===== src/rtl/cr_clic_arb_ctrl.sv =====
// CLIC arbiter: scans pending/enabled sources GRP_NUM at a time, keeps the
// highest-priority (lowest index on tie) winner and presents it until ack/withdraw.
module cr_clic_arb_ctrl #(
   parameter int INT_NUM   = 64,
   parameter int PRIO_BITS = 4,
   parameter int GRP_NUM   = 8
) (
   input  logic                           clic_clk,
   input  logic                           cpurst_b,
   input  logic [INT_NUM-1:0]             int_pend,
   input  logic [INT_NUM-1:0]             int_en,
   input  logic [INT_NUM*PRIO_BITS-1:0]   int_prio,
   input  logic [PRIO_BITS-1:0]           int_thresh,
   input  logic                           core_ack,
   output logic                           arb_vld,
   output logic [$clog2(INT_NUM)-1:0]     arb_id,
   output logic [PRIO_BITS-1:0]           arb_prio,
   output logic [INT_NUM-1:0]             arb_sel_onehot
);

   localparam int ID_W    = $clog2(INT_NUM);
   localparam int GRP_CNT = INT_NUM / GRP_NUM;
   localparam int CNT_W   = (GRP_CNT > 1) ? $clog2(GRP_CNT) : 1;

   typedef enum logic [1:0] {
      IDLE = 2'd0,
      SCAN = 2'd1,
      DONE = 2'd2
   } state_t;

   state_t                 state, state_nxt;
   logic [CNT_W-1:0]       grp_cnt, grp_nxt;
   logic                   best_found, found_nxt;
   logic [ID_W-1:0]        best_id, bid_nxt;
   logic [PRIO_BITS-1:0]   best_prio, bprio_nxt;
   logic                   vld_nxt;
   logic [ID_W-1:0]        id_nxt;
   logic [PRIO_BITS-1:0]   prio_nxt;
   logic [INT_NUM-1:0]     sel_nxt;

   logic [INT_NUM-1:0]             act;
   int unsigned                    grp_base;
   logic [GRP_NUM-1:0]             grp_act;
   logic [GRP_NUM*PRIO_BITS-1:0]   grp_prio;
   logic                           cand_found;
   logic [ID_W-1:0]                cand_id;
   logic [PRIO_BITS-1:0]           cand_prio;
   logic                           m_found;
   logic [ID_W-1:0]                m_id;
   logic [PRIO_BITS-1:0]           m_prio;

   assign act = int_pend & int_en;

   // Group candidate: ascending scan with strict '>' keeps the lowest index on ties.
   always_comb begin
      grp_base   = 32'(grp_cnt) * GRP_NUM;
      grp_act    = GRP_NUM'(act >> grp_base);
      grp_prio   = (GRP_NUM*PRIO_BITS)'(int_prio >> (grp_base * PRIO_BITS));
      cand_found = 1'b0;
      cand_id    = '0;
      cand_prio  = '0;
      for (int unsigned j = 0; j < GRP_NUM; j++) begin
         if (grp_act[j] && (!cand_found || (grp_prio[j*PRIO_BITS +: PRIO_BITS] > cand_prio))) begin
            cand_found = 1'b1;
            cand_id    = ID_W'(grp_base + j);
            cand_prio  = grp_prio[j*PRIO_BITS +: PRIO_BITS];
         end
      end
   end

   always_comb begin
      m_found = best_found;
      m_id    = best_id;
      m_prio  = best_prio;
      if (cand_found && (!best_found || (cand_prio > best_prio))) begin
         m_found = 1'b1;
         m_id    = cand_id;
         m_prio  = cand_prio;
      end
   end

   always_comb begin
      state_nxt = state;
      grp_nxt   = grp_cnt;
      found_nxt = best_found;
      bid_nxt   = best_id;
      bprio_nxt = best_prio;
      vld_nxt   = arb_vld;
      id_nxt    = arb_id;
      prio_nxt  = arb_prio;
      sel_nxt   = arb_sel_onehot;
      case (state)
         IDLE: begin
            if (|act) begin
               state_nxt = SCAN;
               grp_nxt   = '0;
               found_nxt = 1'b0;
            end
         end
         SCAN: begin
            found_nxt = m_found;
            bid_nxt   = m_id;
            bprio_nxt = m_prio;
            grp_nxt   = grp_cnt + 1'b1;
            if (grp_cnt == CNT_W'(GRP_CNT-1)) begin
               grp_nxt = '0;
               if (m_found && (m_prio > int_thresh)) begin
                  state_nxt = DONE;
                  vld_nxt   = 1'b1;
                  id_nxt    = m_id;
                  prio_nxt  = m_prio;
                  sel_nxt   = INT_NUM'(1) << m_id;
               end else begin
                  state_nxt = IDLE;
               end
            end
         end
         DONE: begin
            if (core_ack || !act[arb_id]) begin
               state_nxt = IDLE;
               vld_nxt   = 1'b0;
               id_nxt    = '0;
               prio_nxt  = '0;
               sel_nxt   = '0;
            end
         end
         default: begin
            state_nxt = IDLE;
            vld_nxt   = 1'b0;
            id_nxt    = '0;
            prio_nxt  = '0;
            sel_nxt   = '0;
         end
      endcase
   end

   always_ff @(posedge clic_clk) begin
      if (!cpurst_b) begin
         state          <= IDLE;
         grp_cnt        <= '0;
         best_found     <= 1'b0;
         best_id        <= '0;
         best_prio      <= '0;
         arb_vld        <= 1'b0;
         arb_id         <= '0;
         arb_prio       <= '0;
         arb_sel_onehot <= '0;
      end else begin
         state          <= state_nxt;
         grp_cnt        <= grp_nxt;
         best_found     <= found_nxt;
         best_id        <= bid_nxt;
         best_prio      <= bprio_nxt;
         arb_vld        <= vld_nxt;
         arb_id         <= id_nxt;
         arb_prio       <= prio_nxt;
         arb_sel_onehot <= sel_nxt;
      end
   end

endmodule


===== config.mk =====
export PLATFORM = sky130hd
export DESIGN_NAME = cr_clic_arb_ctrl
export DESIGN_NICKNAME = d
export VERILOG_FILES = /design/src/rtl/cr_clic_arb_ctrl.sv
export SDC_FILE = /design/constraint.sdc
export NUM_CORES = 1
export LEC_CHECK = 0
export ABC_AREA = 1
export BUFFER_PORTS_ARGS = -buffer_cell sky130_fd_sc_hd__buf_2
export CAP_MARGIN = 20
export CORE_AREA = 4 4 177 179
export CTS_BUF_LIST = sky130_fd_sc_hd__clkbuf_8
export DETAILED_ROUTE_END_ITERATION = 16
export DIE_AREA = 0 0 181 183
export PLACE_DENSITY = 0.69
export SLEW_MARGIN = 20
export SYNTH_ARGS = -nofsm -noshare
export SYNTH_HDL_FRONTEND = slang
export SYNTH_SLANG_ARGS = --single-unit

===== constraint.sdc =====
create_clock -name clic_clk -period 17.5 [get_ports clic_clk]
set_input_delay 3.5 -clock clic_clk [delete_from_list [all_inputs] [get_ports clic_clk]]
set_output_delay 3.5 -clock clic_clk [all_outputs]
set_load 0.02 [all_outputs]

Word-level counts from Yosys, hierarchy flattened
Cells that the tools add are included.
{ "totals": {"ff_bits": 91, "input_bits": 391, "out_inout_bits": 75, "word_cells": 127} }
{ "op_classes": {"addsub": 8, "magnitude_cmp": 10, "eq_ne": 7, "shift": 3, "mux": 55, "bitwise": 2, "n_reduce_logical": 33} }
{ "op_table": {"columns": ["op", "count"], "rows": [
  ["right shift 256 x 8 -> 32 bit", 1],
  ["two-way mux 64 bit", 3],
  ["one-hot mux 64 bit (3 select lines)", 1],
  ["two-way mux 6 bit", 12],
  ["AND 64 bit", 1],
  ["OR reduction 64 bit", 1],
  ["<< shifter 1 x 6 -> 64 bit, first input constant", 1],
  ["right shift 64 x 6 -> 8 bit", 1],
  ["two-way mux 4 bit", 12],
  ["> comparator 4 bit", 9],
  ["adder 6 x 3 -> 6 bit, second input constant", 4],
  ["one-hot mux 6 bit (3 select lines)", 1],
  ["two-way mux 1 bit", 14],
  ["adder 6 x 2 -> 6 bit, second input constant", 2],
  ["one-hot mux 4 bit (3 select lines)", 1],
  ["logical AND 1 bit", 9],
  ["logical NOT 1 bit", 9],
  ["logical OR 1 bit", 9],
  ["two-way mux 2 bit", 4],
  ["!= test 2 bit, second input constant", 4],
  ["less-than comparator 6 x 7 -> 1 bit, second input constant", 1],
  ["adder 6 x 1 -> 6 bit, second input constant", 1],
  ["binary-select mux 1 bit (select 6 bit)", 1],
  ["two-way mux 3 bit", 2],
  ["14 further kinds", 14]
]} }

Logic depth before layout (Yosys ltp)
Gate-level depths: netlist of run 1.
{ "logic_depth": {"ltp_word": 40, "depth_mapped": 106, "ltp_nobuf": 100} }

Least setup slack after synthesis of run 1
No wires, ideal clock.
{ "synth_timing": {"path_type": "input port to flip-flop", "startpoint": "in int_pend[24]", "endpoint": "reg arb_sel_onehot[60]", "setup_ns": 0.070, "arrival_time_ns": 14.085, "required_ns": 17.430, "setup_slack_ns": 3.344, "stages": 92, "n_path_buf": 2, "cell_sequence": "nand2_1 nand2_1 nand3_1 nand3_1 nand2_4 nor2_1 inv_1 ha_1 nand2_1 inv_1 nand2_1 nand2_1 nand2_1 nand3_1 nand2_1 nand2_1 and2_1 ha_1 [... 56 more ...] a21oi_1 o21ai_0 o21ai_0 nand2_1 nand2_2 buf_6 nand2_1 and2_1 ha_1 nand2_1 o21ai_0 a21oi_1 a41oi_1 nand3b_2 nor2_4 buf_2 nand4_1 a21oi_1"} }
{ "synth_via": {"elab_chain_len": 39, "word_cells_on_any_way": 73, "cone_classes": "order compare (9); eq/ne (2); shift (2); mux (32); bitwise (1); reduce/logical (27)"} }
{ "synth_rtl": {"columns": ["item", "line_no", "rtl"], "rows": [
  ["from (decl)", "10", "input logic [INT_NUM-1:0] int_pend,"],
  ["AND 64 bit (*)", "52", "assign act = int_pend & int_en;"],
  ["right shift 64 x 6 -> 8 bit (*)", "57", "grp_act = GRP_NUM'(act >> grp_base);"],
  ["two-way mux 4 bit or two-way mux 1 bit (tied branches)", "63", "if (grp_act[j] && (!cand_found || (grp_prio[j*PRIO_BITS +: PRIO_BITS] > cand_prio))) begin"],
  ["> comparator 4 bit or logical NOT 1 bit (tied branches)", "63", null],
  ["logical OR 1 bit", "63", null],
  ["logical AND 1 bit", "63", null],
  ["two-way mux 4 bit or two-way mux 1 bit (tied branches)", "63", null],
  ["> comparator 4 bit or logical NOT 1 bit (tied branches)", "63", null],
  ["[... 24 more ...]", null, null],
  ["logical OR 1 bit", "75", "if (cand_found && (!best_found || (cand_prio > best_prio))) begin"],
  ["logical AND 1 bit", "75", null],
  ["two-way mux 4 bit (*)", "75", null],
  ["named net m_prio[2]", "50", "logic [PRIO_BITS-1:0] m_prio;"],
  ["> comparator 4 bit (*)", "107", "if (m_found && (m_prio > int_thresh)) begin"],
  ["logical AND 1 bit (*)", "107", null],
  ["!= test 2 bit (no source line) (*)", null, null],
  ["AND reduction 4 bit (no source line) (*)", null, null],
  ["to (signal assigned)", "157", "arb_sel_onehot <= sel_nxt;"],
  ["to (decl)", "18", "output logic [INT_NUM-1:0] arb_sel_onehot"]
]} }
Mark *: on every way through the listed nets, which the timed path passes. The rest lies on a longest branch. The select of a mux whose other input is x is not followed.
A chain may end at the register's enable or synchronous reset.

Worst setup path in the final report of run 1
{ "layout_timing": {"startpoint": "in int_pend[40]", "endpoint": "reg arb_sel_onehot[29]"} }
Same word-level chain as after synthesis.

==> results of run 1 <==
## kinds of logic after synthesis
group | count (synthesis) | synth area share [%]
fa+ha+maj | 38 | 5.21
simple gates | 872 | 42.3
flops | 91 | 20.0
buf+inv | 202 | 10.1
compound gates | 369 | 22.4
## layout make-up
class                   count  area (µm²)
diodes                      2        5.00
multi-input cells        1281        6420
fillers                  3270       17800
clock inverters             7        78.8
repair buffers            482        2480
clock buffers               9         124
flip-flops and latches     91        1830
well taps                 390         488
inverters                  92         349
## layer usage
metal,vias to the layer above,global-route usage [%]
li1,6123,-
met1,5552,30.1
met2,572,38.0
met3,79,3.77
met4,4,8.02
met5,-,0
## worst min-delay path: cells and delay by family (launching register included)
kind	cells	cell delay, ns
and+or+nand+nor	1	0.06
DFF	1	0.31
AOI/OAI and AO/OA	1	0.05
## sequential cells by signal, indices dropped and copies added, names as in the netlist
name	count
grp_cnt	3
arb_vld	1
arb_id	6
best_id	6
best_prio	4
best_found	1
state	2
arb_sel_onehot	64
arb_prio	4
## placed cells by master (no fill, tap or decap), types with 2 or more instances in the layout
master,count
o21ai_1,23
o21bai_1,3
nand3_1,125
o21ai_2,5
o22ai_1,49
inv_2,14
nor2_1,153
inv_1,76
o211ai_1,21
clkinv_4,3
diode_2,2
or2_1,3
o221ai_1,4
o21ai_4,2
or2_2,4
dfxtp_4,2
o21ai_0,149
nand4_1,84
nor4_1,4
dfxtp_1,88
buf_12,2
buf_2,465
nand2_2,8
nand2_1,456
nor2_4,13
buf_4,14
and2_1,17
a21oi_1,107
clkbuf_8,9
ha_1,38
## power by group through the flow
stage / clock network (mW) / logic [mW] / registers [mW]
after floorplan: 0 / 0.713 / 0.257
after global placement: 0 / 0.942 / 0.261
after detailed placement: 0 / 0.961 / 0.262
after CTS: 0.148 / 0.966 / 0.257
after global routing: 0.158 / 1.10 / 0.260
final: 0.146 / 0.981 / 0.256
## worst max path at each step
stage / to / startpoint / depth (start not counted)
6_report: arb_sel_onehot[29] / int_pend[40] / 92
5_1_grt: arb_sel_onehot[46] / int_pend[24] / 92
4_1_cts: arb_sel_onehot[58] / int_pend[24] / 90
3_5_place_dp: arb_sel_onehot[62] / int_pend[24] / 93
3_3_place_gp: arb_sel_onehot[59] / int_pend[24] / 92
2_1_floorplan: arb_sel_onehot[60] / int_pend[24] / 92
## stage by stage
| step | hold WS (ns) | util [%] | setup slack (ns) | std cells | total power, mW |
|---|---|---|---|---|---|
| 2_1_floorplan | 0.441 | - | 3.34 | 1572 | 0.971 |
| 3_5_place_dp | 0.453 | 38.8 | 1.12 | 2328 | 1.22 |
| 4_1_cts | 0.466 | 39.5 | 1.43 | 2344 | 1.37 |
| 6_report | 0.466 | 39.9 | 1.64 | 2354 | 1.38 |
| 3_3_place_gp | 0.452 | 38.8 | 1.71 | 2328 | 1.20 |
| 5_1_grt | 0.480 | 39.9 | 0.0651 | 2353 | 1.52 |
## timing repair
| action | 4_1_cts | 5_1_grt |
|---|---|---|
| buffers inserted | 0 | 6 |
| endpoints found under the setup margin | 0 | 74 |
| gates resized for setup | 0 | 6 |
==> results.ini, run 1 <==
[worst_setup_path]
arrival_ns=16.15
crit_fanout=16
slowest_delay_ns=0.33
rrSetupSlack_ns=3.58
reg2reg_depth=93
criticalPathCategory=input pin to flop
crit_slowest_cell=nand3b_2
cp_top_family=simple AND/OR/NAND/NOR gates
r2r_end=arb_sel_onehot[29]
cp-start-kind=input pin
required_ns=17.78
critPathMostFrequentCell=nand2_1
r2r-start=grp_cnt[0]
worstSetupEndpointType=flop
cp.buffers_inverters=8

[route]
vias_per_cell=5.24
dr.pass1.iters=5
wirelength_um=41100
met1_length_um=17300
drtAntennaViolNets=0
top_layer=met5
route.detailed.drc=0
dr_wl_met2_um=18800
drt_iter0_markers=1142
vias=12300
met3_length_um=3520
post_drt_wl_per_cell_um=17.5

[clocking]
clkTransAtPathRegs_ns=0.09
hold_buffers=0
cts_max_path_buffers=2
clock_latency_ns=0.36
cts_sinks=91
cts_buffers=9
cts_tree=yes
ctsHtreeMaxLevel=3
cts_root_buffer=clkbuf_8

[place]
placed_area_um2=11500
hpwl_um=32400
gp_congestion=0.949
portBuffers=465

[sta]
grt_setup_unrepaired=no
slew_violations=0
fin_crit_sh_pct=90.6
hold_viol=0
clock_skew_ns=0.0164
slew-limit-headroom_pct=41.8
setup-tns-final_ns=0
fmax_mhz=63.0
setup_viol=0
min_period_ns=15.86
tightest_slew_ns=0.873

[logic_synthesis]
ys_types=41
async_reset_ff_share_pct=0
syn_area_um2=9130
yosys.area.top_type_share_pct=20.0
ys_seq_elements=91
synth.avg_cell_area_um2=5.81
synth_edf_count=0
yosysMostFrequentCell=nand2_1
synthFlopType=dfxtp_1
synth_fp_nets=2001
seq_area_frac_synth_pct=20.0
postSynthCellCount=1572
synthTopCellsByCount=nand2_1, nor2_1, o21ai_0
synth_area_leaders=dfxtp_1, nand2_1, o21ai_0
ys_warn_count=0
yosys.area.top_type=dfxtp_1

[pwr]
ir_worst_vdd_mv=0.0780
pwr_density_cell_nw_per_um2=117
p_clk_share_pct=10.6
leakage_nw=5.86
switching_share_pct=56.3
p_sw_uw=779
power_frac_seq_pct=18.5
power_frac_comb_pct=70.9
internal_power_uw=604

[floorplan]
dieArea_um2=33100
rows=63
die_h_um=183
io_pins=466
coreArea_um2=29600
fp.dieW_um=181
initial_core_util_pct=30.9

[global_route]
grt_pass1_vias=11500
grt.overflow.total=0
grtUsageTotal_pct=22.8
antenna_found_initial=5
grt_max_degree=92
grt_pass1_wl_um=61800

[final_layout]
syn_to_final_growth_pct=29.1
final_nets=2386
final_area_um2=11800
layout-drive-gt1-share_pct=28.3

[min_path]
worst_hold_path_type=flop to flop
hold_start=arb_sel_onehot[43]
min_path_cells=2
holdPathEnd=arb_sel_onehot[43]

[run]
drv_cap=0

[outcome]
status=completed

(Power assumes the default switching activity.)
==> inputs of run 2 (changes only) <==
--- a/config.mk
+++ b/config.mk
@@ -13,6 +13,7 @@
 export DETAILED_ROUTE_END_ITERATION = 16
 export DIE_AREA = 0 0 181 183
 export PLACE_DENSITY = 0.69
+export RECOVER_POWER = 50
 export SLEW_MARGIN = 20
 export SYNTH_ARGS = -nofsm -noshare
 export SYNTH_HDL_FRONTEND = slang
==> constraint.sdc (replaced) <==
create_clock -name clic_clk -period 17.5 [get_ports clic_clk]
set_input_delay 1.75 -clock clic_clk [delete_from_list [all_inputs] [get_ports clic_clk]]
set_output_delay 1.75 -clock clic_clk [all_outputs]
set_load 0.02 [all_outputs]
==> run 2 against run 1 <==
Effect of this change:
- the flow now finishes with violations (capacitance limit, slew limit)
- global-route usage rose by 0.26 points
- core utilization fell by 0.75 points
- flip-flop and latch count did not move
==> results.ini, run 2 (synthesis gave the netlist of run 1 again) <==
[place]
placed_area_um2=11500  ; about the same
gp_congestion=0.947  ; was 0.949
portBuffers=465  ; unchanged
hpwl_um=32200  ; was 32400 µm

[worst_setup_path]
cp.buffers_inverters=8  ; unchanged
r2r_end=arb_id[0]  ; was arb_sel_onehot[29]
critPathMostFrequentCell=nand2_1  ; unchanged
crit_fanout=71  ; was 16
rrSetupSlack_ns=3.01  ; was 3.58 ns
criticalPathCategory=input pin to flop  ; unchanged
r2r-start=grp_cnt[0]  ; unchanged
cp.depth=93  ; was 92
cp-start-kind=input pin  ; unchanged
cp_top_family=simple AND/OR/NAND/NOR gates  ; unchanged
reg2reg_depth=93  ; unchanged
crit_slowest_cell=buf_4  ; was nand3b_2
arrival_ns=14.96  ; was 16.15 ns
slowest_delay_ns=0.56  ; was 0.33 ns
worstSetupEndpointType=flop  ; unchanged
required_ns=17.73  ; was 17.78 ns

[route]
vias=12300  ; about the same
route.detailed.drc=0  ; unchanged
wirelength_um=41000  ; was 41100 µm
vias_per_cell=5.22  ; was 5.24
drtAntennaViolNets=0  ; unchanged
dr.pass1.iters=5  ; unchanged
post_drt_wl_per_cell_um=17.5  ; about the same
drt_iter0_markers=1062  ; was 1142

[global_route]
grt.overflow.total=0  ; unchanged
grt_pass1_wl_um=62700  ; was 61800 µm
grt_max_degree=89  ; was 92
grtUsageTotal_pct=23.1  ; was 22.8%
grt_pass1_vias=11600  ; was 11500
antenna_found_initial=3  ; was 5

[sta]
slew_violations=38  ; was 0
grt_setup_unrepaired=no  ; unchanged
hold_viol=0  ; unchanged
tightest_slew_ns=1.68  ; was 0.873 ns
min_period_ns=14.74  ; was 15.86 ns
setup_viol=0  ; unchanged
clock_skew_ns=0.0150  ; was 0.0164 ns
fin_crit_sh_pct=84.2  ; was 90.6%
slew-limit-headroom_pct=-11.8  ; was 41.8%
fmax_mhz=67.9  ; was 63.0 MHz
setup-tns-final_ns=0  ; unchanged

[floorplan]
dieArea_um2=33100  ; unchanged
io_pins=466  ; unchanged
fp.dieW_um=181  ; unchanged
coreArea_um2=29600  ; unchanged
rows=63  ; unchanged
initial_core_util_pct=30.9  ; unchanged
die_h_um=183  ; unchanged

[final_layout]
layout-drive-gt1-share_pct=24.1  ; was 28.3%
final_cell_mix=nand2_1, buf_2, nor2_1, o21ai_0, nand3_1  ; was buf_2, nand2_1, nor2_1, o21ai_0, nand3_1
syn_to_final_growth_pct=26.6  ; was 29.1%
final_area_um2=11600  ; was 11800 µm²
final_common_cell=nand2_1  ; was buf_2
largestRegisters=arb_sel_onehot (64), arb_id (6), best_id (6)  ; unchanged
final_nets=2379  ; was 2386
regMostFlops=arb_sel_onehot  ; unchanged
largest_register_ffs=64  ; unchanged

[clocking]
cts_max_path_buffers=2  ; unchanged
clkTransAtPathRegs_ns=0.09  ; about the same
cts_tree=yes  ; unchanged
cts_resized=0  ; unchanged
hold_buffers=0  ; unchanged
cts_root_buffer=clkbuf_8  ; unchanged
cts_buffers=9  ; unchanged
postCtsSetupBuffers=0  ; unchanged
ctsHtreeMaxLevel=3  ; unchanged
clock_latency_ns=0.38  ; was 0.36 ns
cts_sinks=91  ; unchanged

[pwr]
pwr_density_cell_nw_per_um2=119  ; was 117 nW/µm²
leakage_nw=5.48  ; was 5.86 nW
ir_worst_vdd_mv=0.0884  ; was 0.0780 mV

[min_path]
min_path_cells=2  ; unchanged
worst_hold_path_type=flop to flop  ; unchanged
hold_start=arb_sel_onehot[43]  ; unchanged
holdPathEnd=arb_sel_onehot[43]  ; unchanged

[outcome]
violations=capacitance limit, slew limit
status=complete, but fails checks  ; was completed

[run]
drv_cap=1  ; was 0

==> run 2: worst min-delay path: stages (launching register included) <==
cell,delay [ns]
dfxtp_1,0.32
nand2_1,0.06
a21oi_1,0.05
==> run 2: worst max path at each step <==
| stage | startpoint | to |
|---|---|---|
| 6_report | int_pend[24] | arb_id[0] |
| 5_1_grt | int_pend[24] | arb_id[0] |
| 4_1_cts | int_pend[24] | arb_id[2] |
| 3_5_place_dp | int_pend[24] | arb_id[2] |
| 3_3_place_gp | int_pend[24] | arb_id[1] |
| 2_1_floorplan | int_pend[24] | arb_sel_onehot[60] |
==> run 2: area by class of cell <==
class                           count  area (µm²)
Tap cell                          390         488
Sequential cell                    91        1830
Clock buffer                       10         138
Antenna cell                        2        5.00
Multi-Input combinational cell   1279        6380
Fill cell                        3291       18000
Inverter                           92         348
Clock inverter                      6        56.3
Timing Repair Buffer              477        2320
==> run 2: power by group <==
group	total (mW)	internal (mW)	switching (mW)	leakage, nW
Clock	0.143	0.0588	0.0841	0.0973
Sequential	0.255	0.227	0.0275	0.738
Combinational	0.974	0.305	0.669	4.65
==> run 2: layer usage <==
layer,wire length (µm),vias to the layer above,global-route usage [%]
li1,-,6108,-
met5,25,-,0
met3,2900,52,3.05
met2,19000,535,38.9
met1,18100,5556,31.4
met4,919,4,5.76
==> run 2: per-stage QoR <==
| stage | hold slack (ns) | power (mW) | instances | setup WS, ns | utilization [%] |
|---|---|---|---|---|---|
| CTS | 0.472 | 1.37 | 2345 | 3.27 | 39.5 |
| global placement | 0.450 | 1.21 | 2329 | 3.48 | 38.8 |
| floorplan | 0.441 | 0.971 | 1572 | 5.09 | - |
| finish | 0.472 | 1.37 | 2347 | 2.76 | 39.1 |
| global route | 0.491 | 1.51 | 2346 | 1.26 | 39.1 |
| detailed placement | 0.457 | 1.23 | 2329 | 2.88 | 38.8 |
